**src/rtl/adder_pipe_pkg.sv**
```systemverilog
// -----------------------------------------------------------------------------
// adder_pipe_pkg
// Shared definitions for the pipelined adder/subtractor:
//   - OP_ADD / OP_SUB : encodings of the i_sub mode input
//   - chunk_width()   : width of the slice handled by each pipeline stage
//   - signed_ovf()    : two's-complement overflow from operand/result MSBs
// -----------------------------------------------------------------------------
package adder_pipe_pkg;

  localparam logic OP_ADD = 1'b0;
  localparam logic OP_SUB = 1'b1;

  // Each stage resolves an equal slice of the carry chain.
  function automatic int chunk_width(input int width, input int stages);
    return width / stages;
  endfunction

  // Overflow: both addends share a sign and the result sign differs.
  // b_msb is the MSB of the operand actually added (already inverted for sub).
  function automatic logic signed_ovf(input logic a_msb, input logic b_msb,
                                      input logic s_msb);
    return (a_msb == b_msb) && (s_msb != a_msb);
  endfunction

endpackage

```
**src/rtl/adder_flex.sv**
```systemverilog
// -----------------------------------------------------------------------------
// adder_flex
// Combinational WIDTH-bit adder with carry in/out; used as the per-stage
// chunk adder of adder_pipe.
// Ports:
//   a_i, b_i [WIDTH] : addends
//   cin_i            : carry in
//   s_o [WIDTH]      : sum
//   cout_o           : carry out of the MSB
// -----------------------------------------------------------------------------
module adder_flex #(
  parameter int WIDTH = 8
) (
  input  logic [WIDTH-1:0] a_i,
  input  logic [WIDTH-1:0] b_i,
  input  logic             cin_i,
  output logic [WIDTH-1:0] s_o,
  output logic             cout_o
);

  assign {cout_o, s_o} = {1'b0, a_i} + {1'b0, b_i} + {{WIDTH{1'b0}}, cin_i};

endmodule

```
**src/rtl/adder_pipe.sv**
```systemverilog
// -----------------------------------------------------------------------------
// adder_pipe
// Pipelined add/subtract of WIDTH-bit operands. The carry chain is cut into
// STAGES chunks of CW = WIDTH/STAGES bits; stage k adds chunk k using the
// carry registered by stage k-1. Latency is STAGES cycles, throughput one
// operation per cycle, with valid/ready handshakes and full backpressure.
//
// Ports:
//   i_clk, i_rst      : clock (rising edge), synchronous active-high reset
//   i_valid / o_ready : upstream handshake (accept on i_valid && o_ready)
//   i_a, i_b [WIDTH]  : operands
//   i_cin             : carry-in (add) / borrow-in (sub)
//   i_sub             : 0 = add, 1 = subtract
//   o_valid / i_ready : downstream handshake
//   o_s [WIDTH]       : result
//   o_cout            : raw carry out of MSB (sub: 1 = no borrow)
//   o_ovf             : signed overflow
//   o_busy            : some stage holds a valid operation
//
// Optional build macro ADDER_PIPE_SAT_EN: on overflow o_s saturates to the
// signed max/min instead of wrapping; o_ovf and o_cout are unaffected.
// -----------------------------------------------------------------------------
module adder_pipe
  import adder_pipe_pkg::*;
#(
  parameter int WIDTH  = 32,
  parameter int STAGES = 4
) (
  input  logic             i_clk,
  input  logic             i_rst,
  input  logic             i_valid,
  output logic             o_ready,
  input  logic [WIDTH-1:0] i_a,
  input  logic [WIDTH-1:0] i_b,
  input  logic             i_cin,
  input  logic             i_sub,
  output logic             o_valid,
  input  logic             i_ready,
  output logic [WIDTH-1:0] o_s,
  output logic             o_cout,
  output logic             o_ovf,
  output logic             o_busy
);

  localparam int CW   = chunk_width(WIDTH, STAGES);
  localparam int MSB  = WIDTH - 1;
  localparam int LAST = STAGES - 1;

  if ((STAGES < 1) || ((WIDTH % STAGES) != 0)) begin : g_param_check
    $error("adder_pipe: WIDTH must be a multiple of STAGES and STAGES >= 1");
  end

  // Stage registers. Operands travel with the partial sum so later stages
  // can add their chunk; the last stage's registers are the outputs.
  logic [STAGES-1:0] vld_q;
  logic [WIDTH-1:0]  a_q [STAGES];
  logic [WIDTH-1:0]  b_q [STAGES];
  logic [WIDTH-1:0]  s_q [STAGES];
  logic [STAGES-1:0] c_q;
  logic              ovf_q;

  // Inputs seen by each stage (from upstream for stage 0, else stage k-1).
  logic [STAGES-1:0] stg_vld;
  logic [STAGES-1:0] stg_c;
  logic [WIDTH-1:0]  stg_a [STAGES];
  logic [WIDTH-1:0]  stg_b [STAGES];
  logic [WIDTH-1:0]  stg_s [STAGES];

  logic [CW-1:0]     chunk_sum  [STAGES];
  logic              chunk_cout [STAGES];

  logic [WIDTH-1:0]  s_d [STAGES];
  logic              ovf_d;
  logic [STAGES-1:0] load;

  // Select each stage's inputs; subtraction is folded in at the entry by
  // inverting B and the carry-in so every stage is a plain adder.
  always_comb begin
    stg_vld[0] = i_valid;
    stg_a[0]   = i_a;
    stg_s[0]   = '0;
    if (i_sub == OP_SUB) begin
      stg_b[0] = ~i_b;
      stg_c[0] = ~i_cin;
    end else begin
      stg_b[0] = i_b;
      stg_c[0] = i_cin;
    end
    for (int k = 1; k < STAGES; k++) begin
      stg_vld[k] = vld_q[k-1];
      stg_a[k]   = a_q[k-1];
      stg_b[k]   = b_q[k-1];
      stg_s[k]   = s_q[k-1];
      stg_c[k]   = c_q[k-1];
    end
  end

  for (genvar k = 0; k < STAGES; k++) begin : g_chunk
    adder_flex #(
      .WIDTH(CW)
    ) u_adder (
      .a_i    (stg_a[k][k*CW +: CW]),
      .b_i    (stg_b[k][k*CW +: CW]),
      .cin_i  (stg_c[k]),
      .s_o    (chunk_sum[k]),
      .cout_o (chunk_cout[k])
    );
  end

  // Merge each new chunk into the partial sum; final-stage overflow/saturation.
  always_comb begin
    for (int k = 0; k < STAGES; k++) begin
      s_d[k] = stg_s[k];
      s_d[k][k*CW +: CW] = chunk_sum[k];
    end
    ovf_d = signed_ovf(stg_a[LAST][MSB], stg_b[LAST][MSB], s_d[LAST][MSB]);
`ifdef ADDER_PIPE_SAT_EN
    // Operands share a sign on overflow: positive operands clip to max.
    if (ovf_d) begin
      if (stg_a[LAST][MSB]) begin
        s_d[LAST] = {1'b1, {MSB{1'b0}}};
      end else begin
        s_d[LAST] = {1'b0, {MSB{1'b1}}};
      end
    end else begin
      s_d[LAST] = s_d[LAST];
    end
`endif
  end

  // A stage may load when empty or when its content leaves this cycle;
  // evaluated from the output backwards so a drain ripples to the input.
  always_comb begin
    load       = '0;
    load[LAST] = !vld_q[LAST] || i_ready;
    for (int k = LAST - 1; k >= 0; k--) begin
      load[k] = !vld_q[k] || load[k+1];
    end
  end

  // Stage registers, each advancing only when it is allowed to load.
  always_ff @(posedge i_clk) begin
    if (i_rst) begin
      vld_q <= '0;
      c_q   <= '0;
      ovf_q <= 1'b0;
      for (int k = 0; k < STAGES; k++) begin
        a_q[k] <= '0;
        b_q[k] <= '0;
        s_q[k] <= '0;
      end
    end else begin
      for (int k = 0; k < STAGES; k++) begin
        if (load[k]) begin
          vld_q[k] <= stg_vld[k];
          a_q[k]   <= stg_a[k];
          b_q[k]   <= stg_b[k];
          s_q[k]   <= s_d[k];
          c_q[k]   <= chunk_cout[k];
        end
      end
      if (load[LAST]) begin
        ovf_q <= ovf_d;
      end
    end
  end

  assign o_ready = load[0] && !i_rst;
  assign o_valid = vld_q[LAST];
  assign o_s     = s_q[LAST];
  assign o_cout  = c_q[LAST];
  assign o_ovf   = ovf_q;
  assign o_busy  = |vld_q;

endmodule

```
**config.mk**
```make
export PLATFORM = sky130hd
export DESIGN_NAME = adder_pipe
export DESIGN_NICKNAME = d
export VERILOG_FILES = /design/src/rtl/adder_pipe_pkg.sv /design/src/rtl/adder_flex.sv /design/src/rtl/adder_pipe.sv
export SDC_FILE = /design/constraint.sdc
export NUM_CORES = 1
export LEC_CHECK = 0
export ABC_CLOCK_PERIOD_IN_PS = 6500
export CAP_MARGIN = 20
export CELL_PAD_IN_SITES_DETAIL_PLACEMENT = 1
export CELL_PAD_IN_SITES_GLOBAL_PLACEMENT = 2
export CORE_MARGIN = 2
export CORE_UTILIZATION = 42
export DETAILED_ROUTE_END_ITERATION = 8
export PLACE_DENSITY = 0.87
export SKIP_LAST_GASP = 1
export SYNTH_ARGS = -nofsm -noshare
export SYNTH_HDL_FRONTEND = slang
export SYNTH_HIERARCHICAL = 1
export SYNTH_SLANG_ARGS = --single-unit
```
**constraint.sdc**
```tcl
create_clock -name i_clk -period 6.5 [get_ports i_clk]
set_clock_uncertainty 0.1 [all_clocks]
set_input_delay 1.3 -clock i_clk [delete_from_list [all_inputs] [get_ports i_clk]]
set_output_delay 1.3 -clock i_clk [all_outputs]
set_load 0.01 [all_outputs]
```
# [Word level (Yosys, flattened, before mapping)]
# Memories as Yosys holds them, arrays and structs flattened.
# Index checks and enable logic that the tools add are counted.
[totals] ff_bits=9 latchBits=0 ramBits=384 romBits=0 inputBits=70 out_inout_bits=37 elab_cells=76 n_memories=3
[classes] addsub=8 multipliers=0 div=0 order_cmp=0 eq_ne=2 n_shift=0 muxes=28 n_bitwise=14 reduce_logical=12
[mem_list] memory="a_q" depth=4 width=32 read_ports=3 rd_clocked_by_memory_dff=0 wr=4 line="adder_pipe.sv:56" source="logic [WIDTH-1:0] a_q [STAGES];"
[mem_list] memory="b_q" depth=4 width=32 read_ports=3 rd_clocked_by_memory_dff=0 wr=4 line="adder_pipe.sv:57" source="logic [WIDTH-1:0] b_q [STAGES];"
[mem_list] memory="s_q" depth=4 width=32 read_ports=4 rd_clocked_by_memory_dff=0 wr=4 line="adder_pipe.sv:58" source="logic [WIDTH-1:0] s_q [STAGES];"
[op_table] operator="32-bit two-way mux" count=13
[op_table] operator="8-bit by 8-bit adder with 9-bit output" count=4
[op_table] operator="9-bit by 1-bit adder with 9-bit output" count=4
[op_table] operator="32-bit inverter" count=1
[op_table] operator="1-bit two-way mux" count=15
[op_table] operator="1-bit bitwise OR" count=12
[op_table] operator="1-bit zero test" count=5
[op_table] operator="1-bit logical OR" count=4
[op_table] operator="4-bit OR reduction" count=1
[op_table] operator="1-bit logical AND" count=2
[op_table] operator="1-bit == test" count=1
[op_table] operator="1-bit != test" count=1
[op_table] operator="1-bit inverter" count=1

# [Longest topological paths before layout]
# Gate-level depths: netlist (run 1).
[depth] depth_word=9 depth_mapped=10 depth_no_buf=8

# [Hierarchy]
# The synthesis (run 1) kept the hierarchy.
[by_module_without_submodules] module="adder_pipe" n_inst=1 cells_per_inst=454 area_each_um2=7158.1 seq_area_each_um2=5465.2
[by_module_without_submodules] module="adder_flex (g_chunk[0].u_adder ...)" n_inst=2 cells_per_inst=40 area_each_um2=331.6 seq_area_each_um2=0.0
[by_module_without_submodules] module="adder_flex (g_chunk[2].u_adder ...)" n_inst=2 cells_per_inst=42 area_each_um2=331.6 seq_area_each_um2=0.0

# [Worst setup path after synthesis (run 1)]
# No wires, ideal clock.
[synth_path] path_kind="input to register" startpoint="in i_rst" endpoint="mem a_q[0][10], enable pin" setup_ns=0.774 t_arrival_ns=2.998 t_required_ns=5.626 setup_slack_ns=2.628 stages=3 path_buffers=2 path_cell_list="buf_2 > clkbuf_1 > nand3b_1"
[synth_rtl] item="start: declaration" line="adder_pipe.sv:30" source="input logic i_rst,"
[synth_rtl] item="end: declaration" line="adder_pipe.sv:56"

# [Final worst setup path (run 1)]
[layout_path] startpoint="in i_ready" endpoint="out o_ready"
[layout_via] elab_chain_len=5
[layout_lines] item="start: declaration" line="adder_pipe.sv:38" source="input logic i_ready,"
[layout_lines] item="1-bit logical OR" line="adder_pipe.sv:135" source="load[LAST] = !vld_q[LAST] || i_ready;"
[layout_lines] item="1-bit logical OR (3 in series)" line="adder_pipe.sv:137" source="load[k] = !vld_q[k] || load[k+1];"
[layout_lines] item="1-bit logical AND" line="adder_pipe.sv:168" source="assign o_ready = load[0] && !i_rst;"
[layout_lines] item="end: declaration" line="adder_pipe.sv:32" source="output logic o_ready,"
# Every way passes these cells.

==> results of run 1 <==
==> cell families after synthesis <==
group	share of synthesized area, %
AOI/OAI and AO/OA	5.06
xor gates and xnor gates	5.06
adders and majority gates	6.02
buffers and inverters	2.26
DFF	64.4
muxes	0.590
and+or+nand+nor	16.6
==> stage by stage <==
stage / util, % / std cells / total power (W) / hold WS [ns]
3_3_place_gp: 49.8 / 971 / 0.00170 / 0.359
2_1_floorplan: - / 618 / 0.00160 / 0.348
5_1_grt: 52.8 / 1004 / 0.00279 / 0.435
4_1_cts: 52.7 / 1003 / 0.00271 / 0.424
3_5_place_dp: 49.8 / 971 / 0.00172 / 0.407
6_report: 52.8 / 1004 / 0.00269 / 0.420
==> placed cells by master (no fill, tap or decap), types with 2 or more instances in the layout <==
master / instances
inv_6: 4
a221oi_1: 3
o21bai_1: 4
a21o_1: 8
nand2b_1: 3
fa_1: 8
dfxtp_1: 9
nand3b_1: 4
clkinvlp_4: 4
o221a_2: 2
xnor2_1: 32
clkinv_4: 3
o211ai_1: 2
ha_1: 28
nor3_1: 7
o21a_1: 2
and2_1: 152
edfxtp_1: 176
clkbuf_16: 17
nor2_1: 40
clkdlybuf4s50_1: 105
buf_4: 7
a2111oi_0: 2
o21ai_0: 4
a311o_1: 8
mux2i_1: 5
nand2_1: 10
a21oi_1: 20
inv_1: 8
nor4_1: 4
xor2_1: 17
inv_2: 4
nand4_1: 2
nand3_1: 9
nor2b_1: 9
a21oi_2: 2
==> worst paths after layout <==
check                    end  cells after the start
setup reg to reg      c_q[2]                      8
hold reg to reg   a_q[0][55]                      1
hold / removal    a_q[0][55]                      1
setup / recovery     o_ready                      5
==> state kept, by name, indices dropped and copies added (netlist names) <==
signal and flops:
a_q 48, vld_q 4, o_ovf 1, b_q 48
s_q 80, c_q 4
==> layer usage <==
metal | vias up | share of wire, %
li1 | 2397 | -
met1 | 2402 | 42
met2 | 77 | 54
met3 | 17 | 2.8
met4 | 0 | 1.8
met5 | - | 0
==> area by class of cell <==
type,instances,area [um2]
multi-input cells,395,2830
repair buffers,114,1130
clock buffers,17,425
inverters,13,51.3
clock inverters,15,141
fillers,2006,9280
flip-flops and latches,185,5470
well taps,265,332
==> power groups by stage <==
stage / Combinational [W] / Clock [W] / Sequential (W)
global placement: 0.000273 / 0 / 0.00143
floorplan: 0.000170 / 0 / 0.00143
detailed placement: 0.000286 / 0 / 0.00143
CTS: 0.000289 / 0.00101 / 0.00141
global route: 0.000318 / 0.00106 / 0.00141
finish: 0.000285 / 0.000996 / 0.00141
==> results.sh, run 1 <==
export IMPL_start_kind="primary input"
export IMPL_wl_mm=16.9
export IMPL_io_buffers=106
export IMPL_die_area_mm2=0.0214
export IMPL_seq_power_share_pct=52.3
export IMPL_synthTopCellsByArea="edfxtp_1 62%, and2_1 11%, ha_1 4.1%"
export IMPL_synth_edf_count=176
export IMPL_grt_setup_unrepaired="false"
export IMPL_antenna_cells=0
export IMPL_postCtsSetupBuffers=0
export IMPL_synth_common_cells="176 x edfxtp_1, 152 x and2_1, 41 x nor2_1"
export IMPL_vias_per_cell=4.87
export IMPL_clk_latency_ns=0.43
export IMPL_comb_power_share_pct=10.6
export IMPL_grt_max_degree=57
export IMPL_grt_use_met1_pct=19.2
export IMPL_gp_congestion=0.793
export IMPL_path_cells="clkdlybuf4s50_1, and4b_1, a21o_4, inv_4, clkdlybuf4s50_1"
export IMPL_r2r_start="a_q[0][48]"
export IMPL_die_w_um=146
export IMPL_hp_class="register to register"
export IMPL_ctsResizeCount=0
export IMPL_worstMarginPinSlew_ns=0.987
export IMPL_htree_levels=4
export IMPL_crit_top_cell="clkdlybuf4s50_1"
export IMPL_syn_area_mm2=0.00848
export IMPL_crit_arrival_ns=3.49
export IMPL_drtIter0Drc=210
export IMPL_fin_crit_sh_pct=75.3
export IMPL_critPathMaxFanout=33
export IMPL_peakVddDrop_uv=174
export IMPL_max_freq_mhz=204
export IMPL_critPathMaxStageDelay_ns=0.61
export IMPL_switching_share_pct=23.0
export IMPL_synth_top_cell_area_share_pct=62.3
export IMPL_status="finished, final reports clean"
export IMPL_synth_nets=724
export IMPL_busiest_layer="met2"
export IMPL_place_area_mm2=0.00979
export IMPL_synth_main_ff_cell="edfxtp_1"
export IMPL_grt_pass1_wl_mm=27.6
export IMPL_pwr_share_clk_pct=37.1
export IMPL_p_sw_w=0.000619
export IMPL_period_needed_ns=4.89
export IMPL_synth_seq_cells=185
export IMPL_p_leak_nw=4.20
export IMPL_intPower_w=0.00207
export IMPL_ant_nets=0
export IMPL_use_met2_pct=30.5
export IMPL_ys_seq_area_share_pct=64.4
export IMPL_cts_tree="yes"
export IMPL_worst_slack_ns=1.61
export IMPL_async_flop_share_pct=0
export IMPL_cts_sinks=185
export IMPL_antenna_found_initial=0
export IMPL_crit_required_ns=5.10
export IMPL_crit_type="primary input to primary output"
export IMPL_yosysMostFrequentCell="edfxtp_1"
export IMPL_synth_top_area_cell="edfxtp_1"
export IMPL_grt_pass1_vias=5358
export IMPL_critPathTopFamily="buffers and inverters"
export IMPL_die_height_um=146
export IMPL_cts_reportedPaths_clkPinSlew_ns=0.06
export IMPL_ios=107
export IMPL_rrSetupSlack_ns=3.98
export IMPL_core_area_mm2=0.0197
export IMPL_wire_per_inst_um=16.9
export IMPL_max_slew_margin_pct=34.0
export IMPL_synth_distinct_cells=42
export IMPL_cpMaxStageDelayCell="and4b_1"
export IMPL_drive_gt1_share_pct=7.31
export IMPL_final_nets=832
export IMPL_crit_buf_inv=3
export IMPL_synth_warnings=6
export IMPL_area_growth_pct=22.3
export IMPL_start_util_pct=43.2
export IMPL_pwr_density_cell_mw_per_mm2=259
export IMPL_numCtsBuffers=17
export IMPL_synth_area_per_cell_um2=13.7
export IMPL_dr_pass1_iters=4
export IMPL_drv_cap=0
export IMPL_drcViolationCount=0
export IMPL_setup_viol=0
export IMPL_grt_total_usage_pct=16.6
export IMPL_critPathLaunch="i_ready"
export IMPL_hold_buffers=0
export IMPL_hold_viol_final=0
export IMPL_preCtsSetupSlack_ns=1.62
export IMPL_setup_tns_ns=0
export IMPL_drv_slew=0
export IMPL_cts_root_buf="clkbuf_16"
export IMPL_cts_max_path_buffers=2
export IMPL_synth_cells=618
export IMPL_hold_path_startpoint="a_q[0][23]"
export IMPL_grt_util_met3_pct=3.44
export IMPL_vias=4893
export IMPL_rows=51
export IMPL_cp_end_kind="primary output"
export IMPL_dp_hpwl_mm=11.7
export IMPL_stdcell_area_mm2=0.0104
export IMPL_grt_overflow_total=0
(Power assumes the default switching activity.)
==> run 2, diff against run 1 <==
--- a/config.mk
+++ b/config.mk
@@ -5,14 +5,14 @@
 export SDC_FILE = /design/constraint.sdc
 export NUM_CORES = 1
 export LEC_CHECK = 0
-export ABC_CLOCK_PERIOD_IN_PS = 6500
+export ABC_CLOCK_PERIOD_IN_PS = 4900
 export CAP_MARGIN = 20
 export CELL_PAD_IN_SITES_DETAIL_PLACEMENT = 1
 export CELL_PAD_IN_SITES_GLOBAL_PLACEMENT = 2
 export CORE_MARGIN = 2
-export CORE_UTILIZATION = 42
+export CORE_UTILIZATION = 39
 export DETAILED_ROUTE_END_ITERATION = 8
-export PLACE_DENSITY = 0.87
+export PLACE_DENSITY = 0.82
 export SKIP_LAST_GASP = 1
 export SYNTH_ARGS = -nofsm -noshare
 export SYNTH_HDL_FRONTEND = slang
==> constraint.sdc (replaced) <==
create_clock -name i_clk -period 4.9 [get_ports i_clk]
set_clock_uncertainty 0.1 [all_clocks]
set_input_delay 0.98 -clock i_clk [delete_from_list [all_inputs] [get_ports i_clk]]
set_output_delay 0.98 -clock i_clk [all_outputs]
set_load 0.01 [all_outputs]
==> results.sh, run 2 (synthesis results as in run 1) <==
export IMPL_status="finished, final reports clean"
export IMPL_drv_slew=0
export IMPL_final_cell_mix="176 x edfxtp_1, 152 x and2_1, 105 x clkdlybuf4s50_1, 40 x nor2_1, 32 x xnor2_1"
export IMPL_crit_required_ns=3.82
export IMPL_ios=107
export IMPL_die_height_um=151
export IMPL_dp_hpwl_mm=11.6
export IMPL_peakVddDrop_uv=202
export IMPL_setup_tns_ns=0
export IMPL_multi_input_area_mm2=0.00283
export IMPL_critPathMaxFanout=33
export IMPL_cts_max_path_buffers=2
export IMPL_grt_setup_unrepaired="false"
export IMPL_grt_pass1_wl_mm=25.9
export IMPL_cts_reportedPaths_clkPinSlew_ns=0.06
export IMPL_cp_end_kind="primary output"
export IMPL_rows=53
export IMPL_crit_arrival_ns=3.14
export IMPL_total_power_w=0.00366
export IMPL_clk_latency_ns=0.42
export IMPL_antenna_found_initial=0
export IMPL_vias_per_cell=4.79
export IMPL_pwr_density_cell_mw_per_mm2=350
export IMPL_setup_viol=0
export IMPL_grt_overflow_total=0
export IMPL_crit_type="primary input to primary output"
export IMPL_fin_crit_sh_pct=86.1
export IMPL_grt_max_degree=57
export IMPL_rrSetupSlack_ns=2.43
export IMPL_hold_viol_final=0
export IMPL_n_fill_cell=2113
export IMPL_postCtsSetupBuffers=0
export IMPL_p_sw_w=0.000768
export IMPL_worstMarginPinSlew_ns=0.966
export IMPL_place_area_mm2=0.00984
export IMPL_io_buffers=106
export IMPL_drcViolationCount=0
export IMPL_top_regs="s_q: 80 flops, a_q: 48 flops, b_q: 48 flops"
export IMPL_grt_total_usage_pct=14.8
export IMPL_seqCellArea_mm2=0.00547
export IMPL_layout_commonest_cell="edfxtp_1"
export IMPL_drive_gt1_share_pct=6.90
export IMPL_grt_pass1_vias=5207
export IMPL_die_area_mm2=0.0230
export IMPL_area_growth_pct=23.2
export IMPL_numCtsBuffers=17
export IMPL_final_nets=832
export IMPL_intPower_w=0.00289
export IMPL_start_kind="primary input"
export IMPL_p_leak_nw=4.23
export IMPL_wire_per_inst_um=15.9
export IMPL_ant_nets=0
export IMPL_pwr_share_clk_pct=38.7
export IMPL_htree_levels=4
export IMPL_start_util_pct=40.1
export IMPL_cts_sinks=185
export IMPL_antenna_cells=0
export IMPL_ctsResizeCount=0
export IMPL_hp_class="register to register"
export IMPL_switching_share_pct=21.0
export IMPL_stdcell_area_mm2=0.0105
export IMPL_largest_register_ffs=80
export IMPL_hold_buffers=0
export IMPL_max_freq_mhz=237
export IMPL_vias=4861
export IMPL_cts_tree="yes"
export IMPL_drv_cap=0
export IMPL_seq_power_share_pct=51.0
export IMPL_gp_congestion=0.807
export IMPL_dr_pass1_iters=4
export IMPL_cts_root_buf="clkbuf_16"
export IMPL_top_register="s_q"
export IMPL_period_needed_ns=4.22
export IMPL_max_slew_margin_pct=35.3
export IMPL_core_area_mm2=0.0212
export IMPL_comb_power_share_pct=10.3
export IMPL_die_w_um=151
export IMPL_drtIter0Drc=274
export IMPL_wl_mm=16.1
run 2: path summary, 6_finish.rpt:
path | from | end | cells after the start
worst max register to register | a_q[0][48] | c_q[2] | 8
worst min-delay path | vld_q[1] | vld_q[2] | 2
worst max-delay path | i_ready | o_ready | 5
worst min register to register | vld_q[1] | vld_q[2] | 2
run 2: power by group through the flow:
stage                     clock, W  sequential [W]  combinational (W)
final                      0.00142         0.00187           0.000376
after global routing       0.00150         0.00187           0.000420
after CTS                  0.00144         0.00187           0.000382
after detailed placement         0         0.00190           0.000380
after global placement           0         0.00190           0.000364
after floorplan                  0         0.00189           0.000225
run 2: metal layers:
metal	GRT usage (%)	routed length, um
met5	0	0
met4	5.42	296
met3	2.87	422
met2	26.2	8280
met1	18.1	7080
run 2: layout make-up:
class                           instances  area share [%]
Multi-Input combinational cell        395            27.1
Sequential cell                       185            52.3
Clock inverter                         12            1.68
Inverter                               13           0.491
Tap cell                              275            3.29
Clock buffer                           20            4.18
Timing Repair Buffer                  114            11.0
run 2: through the flow:
stage	worst slack, ns	std cells	hold WS, ns	util, %
6_report	0.680	1014	0.407	49.4
5_1_grt	0.541	1014	0.437	49.4
4_1_cts	0.645	1014	0.408	49.4
3_5_place_dp	0.661	982	0.398	46.5
3_3_place_gp	0.732	980	0.357	46.3
2_1_floorplan	1.35	618	0.348	-
run 2: critical path, stage by stage:
cell and delay, ns:
clkdlybuf4s50_1 0.51, and4b_1 0.36, a21o_4 0.39, inv_4 0.28
clkdlybuf4s50_1 0.61
==> run 3, diff against run 2 <==
--- a/config.mk
+++ b/config.mk
@@ -11,6 +11,7 @@
 export CELL_PAD_IN_SITES_GLOBAL_PLACEMENT = 2
 export CORE_MARGIN = 2
 export CORE_UTILIZATION = 39
+export CTS_CLUSTER_SIZE = 12
 export DETAILED_ROUTE_END_ITERATION = 8
 export PLACE_DENSITY = 0.82
 export SKIP_LAST_GASP = 1
==> constraint.sdc (replaced) <==
create_clock -name i_clk -period 4.9 [get_ports i_clk]
set_clock_uncertainty 0.1 [all_clocks]
set_input_delay 0.98 -clock i_clk [delete_from_list [all_inputs] [get_ports i_clk]]
set_output_delay 0.98 -clock i_clk [all_outputs]
set_load 0.005 [all_outputs]
==> results.sh, run 3 (synthesis results as in run 1) <==
export IMPL_grt_overflow_total=0
export IMPL_period_needed_ns=4.19
export IMPL_max_freq_mhz=239
export IMPL_setup_viol=0
export IMPL_wl_mm=16.3
export IMPL_route_met3_wl_um=488
export IMPL_cts_max_path_buffers=2
export IMPL_drive_gt1_share_pct=6.63
export IMPL_hp_class="register to register"
export IMPL_crit_arrival_ns=3.11
export IMPL_drv_cap=0
export IMPL_start_kind="primary input"
export IMPL_grt_total_usage_pct=15.3
export IMPL_worst_slack_ns=0.711
export IMPL_antenna_cells=0
export IMPL_cts_tree="yes"
export IMPL_vias=4883
export IMPL_max_slew_margin_pct=37.3
export IMPL_wire_per_inst_um=16.1
export IMPL_rows=53
export IMPL_grt_setup_unrepaired="false"
export IMPL_die_area_mm2=0.0230
export IMPL_ctsResizeCount=0
export IMPL_drtIter0Drc=163
export IMPL_cts_root_buf="clkbuf_16"
export IMPL_dr_pass1_iters=4
export IMPL_grt_pass1_wl_mm=26.4
export IMPL_cts_sinks=185
export IMPL_clk_latency_ns=0.43
export IMPL_gp_congestion=0.806
export IMPL_vias_per_cell=4.82
export IMPL_ant_nets=0
export IMPL_io_buffers=106
export IMPL_worstMarginPinSlew_ns=0.938
export IMPL_postCtsSetupBuffers=0
export IMPL_top_regs="s_q: 80 flops, a_q: 48 flops, b_q: 48 flops"
export IMPL_layout_commonest_cell="edfxtp_1"
export IMPL_hold_buffers=0
export IMPL_htree_levels=4
export IMPL_start_util_pct=40.1
export IMPL_critPathMaxFanout=33
export IMPL_dp_hpwl_mm=11.5
export IMPL_setup_tns_ns=0
export IMPL_die_height_um=151
export IMPL_numCtsBuffers=17
export IMPL_crit_type="primary input to primary output"
export IMPL_grt_pass1_vias=5236
export IMPL_p_leak_nw=4.18
export IMPL_pwr_density_cell_mw_per_mm2=334
export IMPL_final_cell_mix="176 x edfxtp_1, 152 x and2_1, 105 x clkdlybuf4s50_1, 40 x nor2_1, 32 x xnor2_1"
export IMPL_cts_reportedPaths_clkPinSlew_ns=0.06
export IMPL_peakVddDrop_uv=238
export IMPL_drt_met1_wl_mm=7.06
export IMPL_wl_met2_mm=8.39
export IMPL_cp_end_kind="primary output"
export IMPL_drcViolationCount=0
export IMPL_drv_slew=0
export IMPL_stdcell_area_mm2=0.0103
export IMPL_ios=107
export IMPL_maxUsedRoutingLayer="met4"
export IMPL_grt_max_degree=57
export IMPL_area_growth_pct=21.9
export IMPL_preCtsSetupSlack_ns=0.710
export IMPL_hold_viol_final=0
export IMPL_largest_register_ffs=80
export IMPL_final_nets=832
export IMPL_status="finished, final reports clean"
export IMPL_core_area_mm2=0.0212
export IMPL_die_w_um=151
export IMPL_total_power_w=0.00345
export IMPL_top_register="s_q"
export IMPL_crit_required_ns=3.82
export IMPL_antenna_found_initial=0
export IMPL_place_area_mm2=0.00983
export IMPL_fin_crit_sh_pct=85.5
## run 3: changes by cell type in the layout (fill, tap and decap cells not counted), sizes merged
cell,previous run,this run
clkbuf,20,19
bufinv,4,0
inv,13,14
clkinv,6,10
## run 3: worst paths after layout
kind              start  endpoint  slack (ns)  depth (start not counted)
max             i_ready   o_ready        0.71                          5
max reg2reg  a_q[0][48]    c_q[2]        2.46                          8
min reg2reg    vld_q[1]  vld_q[2]        0.39                          2
min            vld_q[1]  vld_q[2]        0.39                          2
## run 3: per-layer routing
metal / vias up / track usage (%)
li1: 2394 / -
met1: 2363 / 18.6
met2: 98 / 26.4
met3: 28 / 3.47
met4: 0 / 6.20
met5: - / 0
## run 3: critical path, stage by stage
cell	delay, ns
clkdlybuf4s50_1	0.45
and4b_1	0.59
a21o_4	0.39
inv_4	0.19
clkdlybuf4s50_1	0.49
## run 3: cell type report
type | instances | area (um2)
clock buffer | 19 | 433
timing repair buffer | 114 | 1140
clock inverter | 13 | 80.1
tap | 275 | 344
multi-input combinational | 395 | 2830
fill | 2125 | 10800
inverter | 13 | 51.3
sequential | 185 | 5470
## run 3: through the flow
step,instances,hold WS (ns),util (%)
2_1_floorplan,618,0.348,-
3_3_place_gp,980,0.357,46.3
3_5_place_dp,982,0.385,46.5
4_1_cts,1014,0.400,48.9
5_1_grt,1014,0.436,48.9
6_report,1014,0.391,48.9
## run 3: where the power goes
part           internal (W)  leakage [nW]  switching (W)
registers           0.00183          2.17      0.0000309
logic              0.000201          1.77       0.000170
clock network      0.000641         0.247       0.000575
total               0.00268          4.18       0.000775
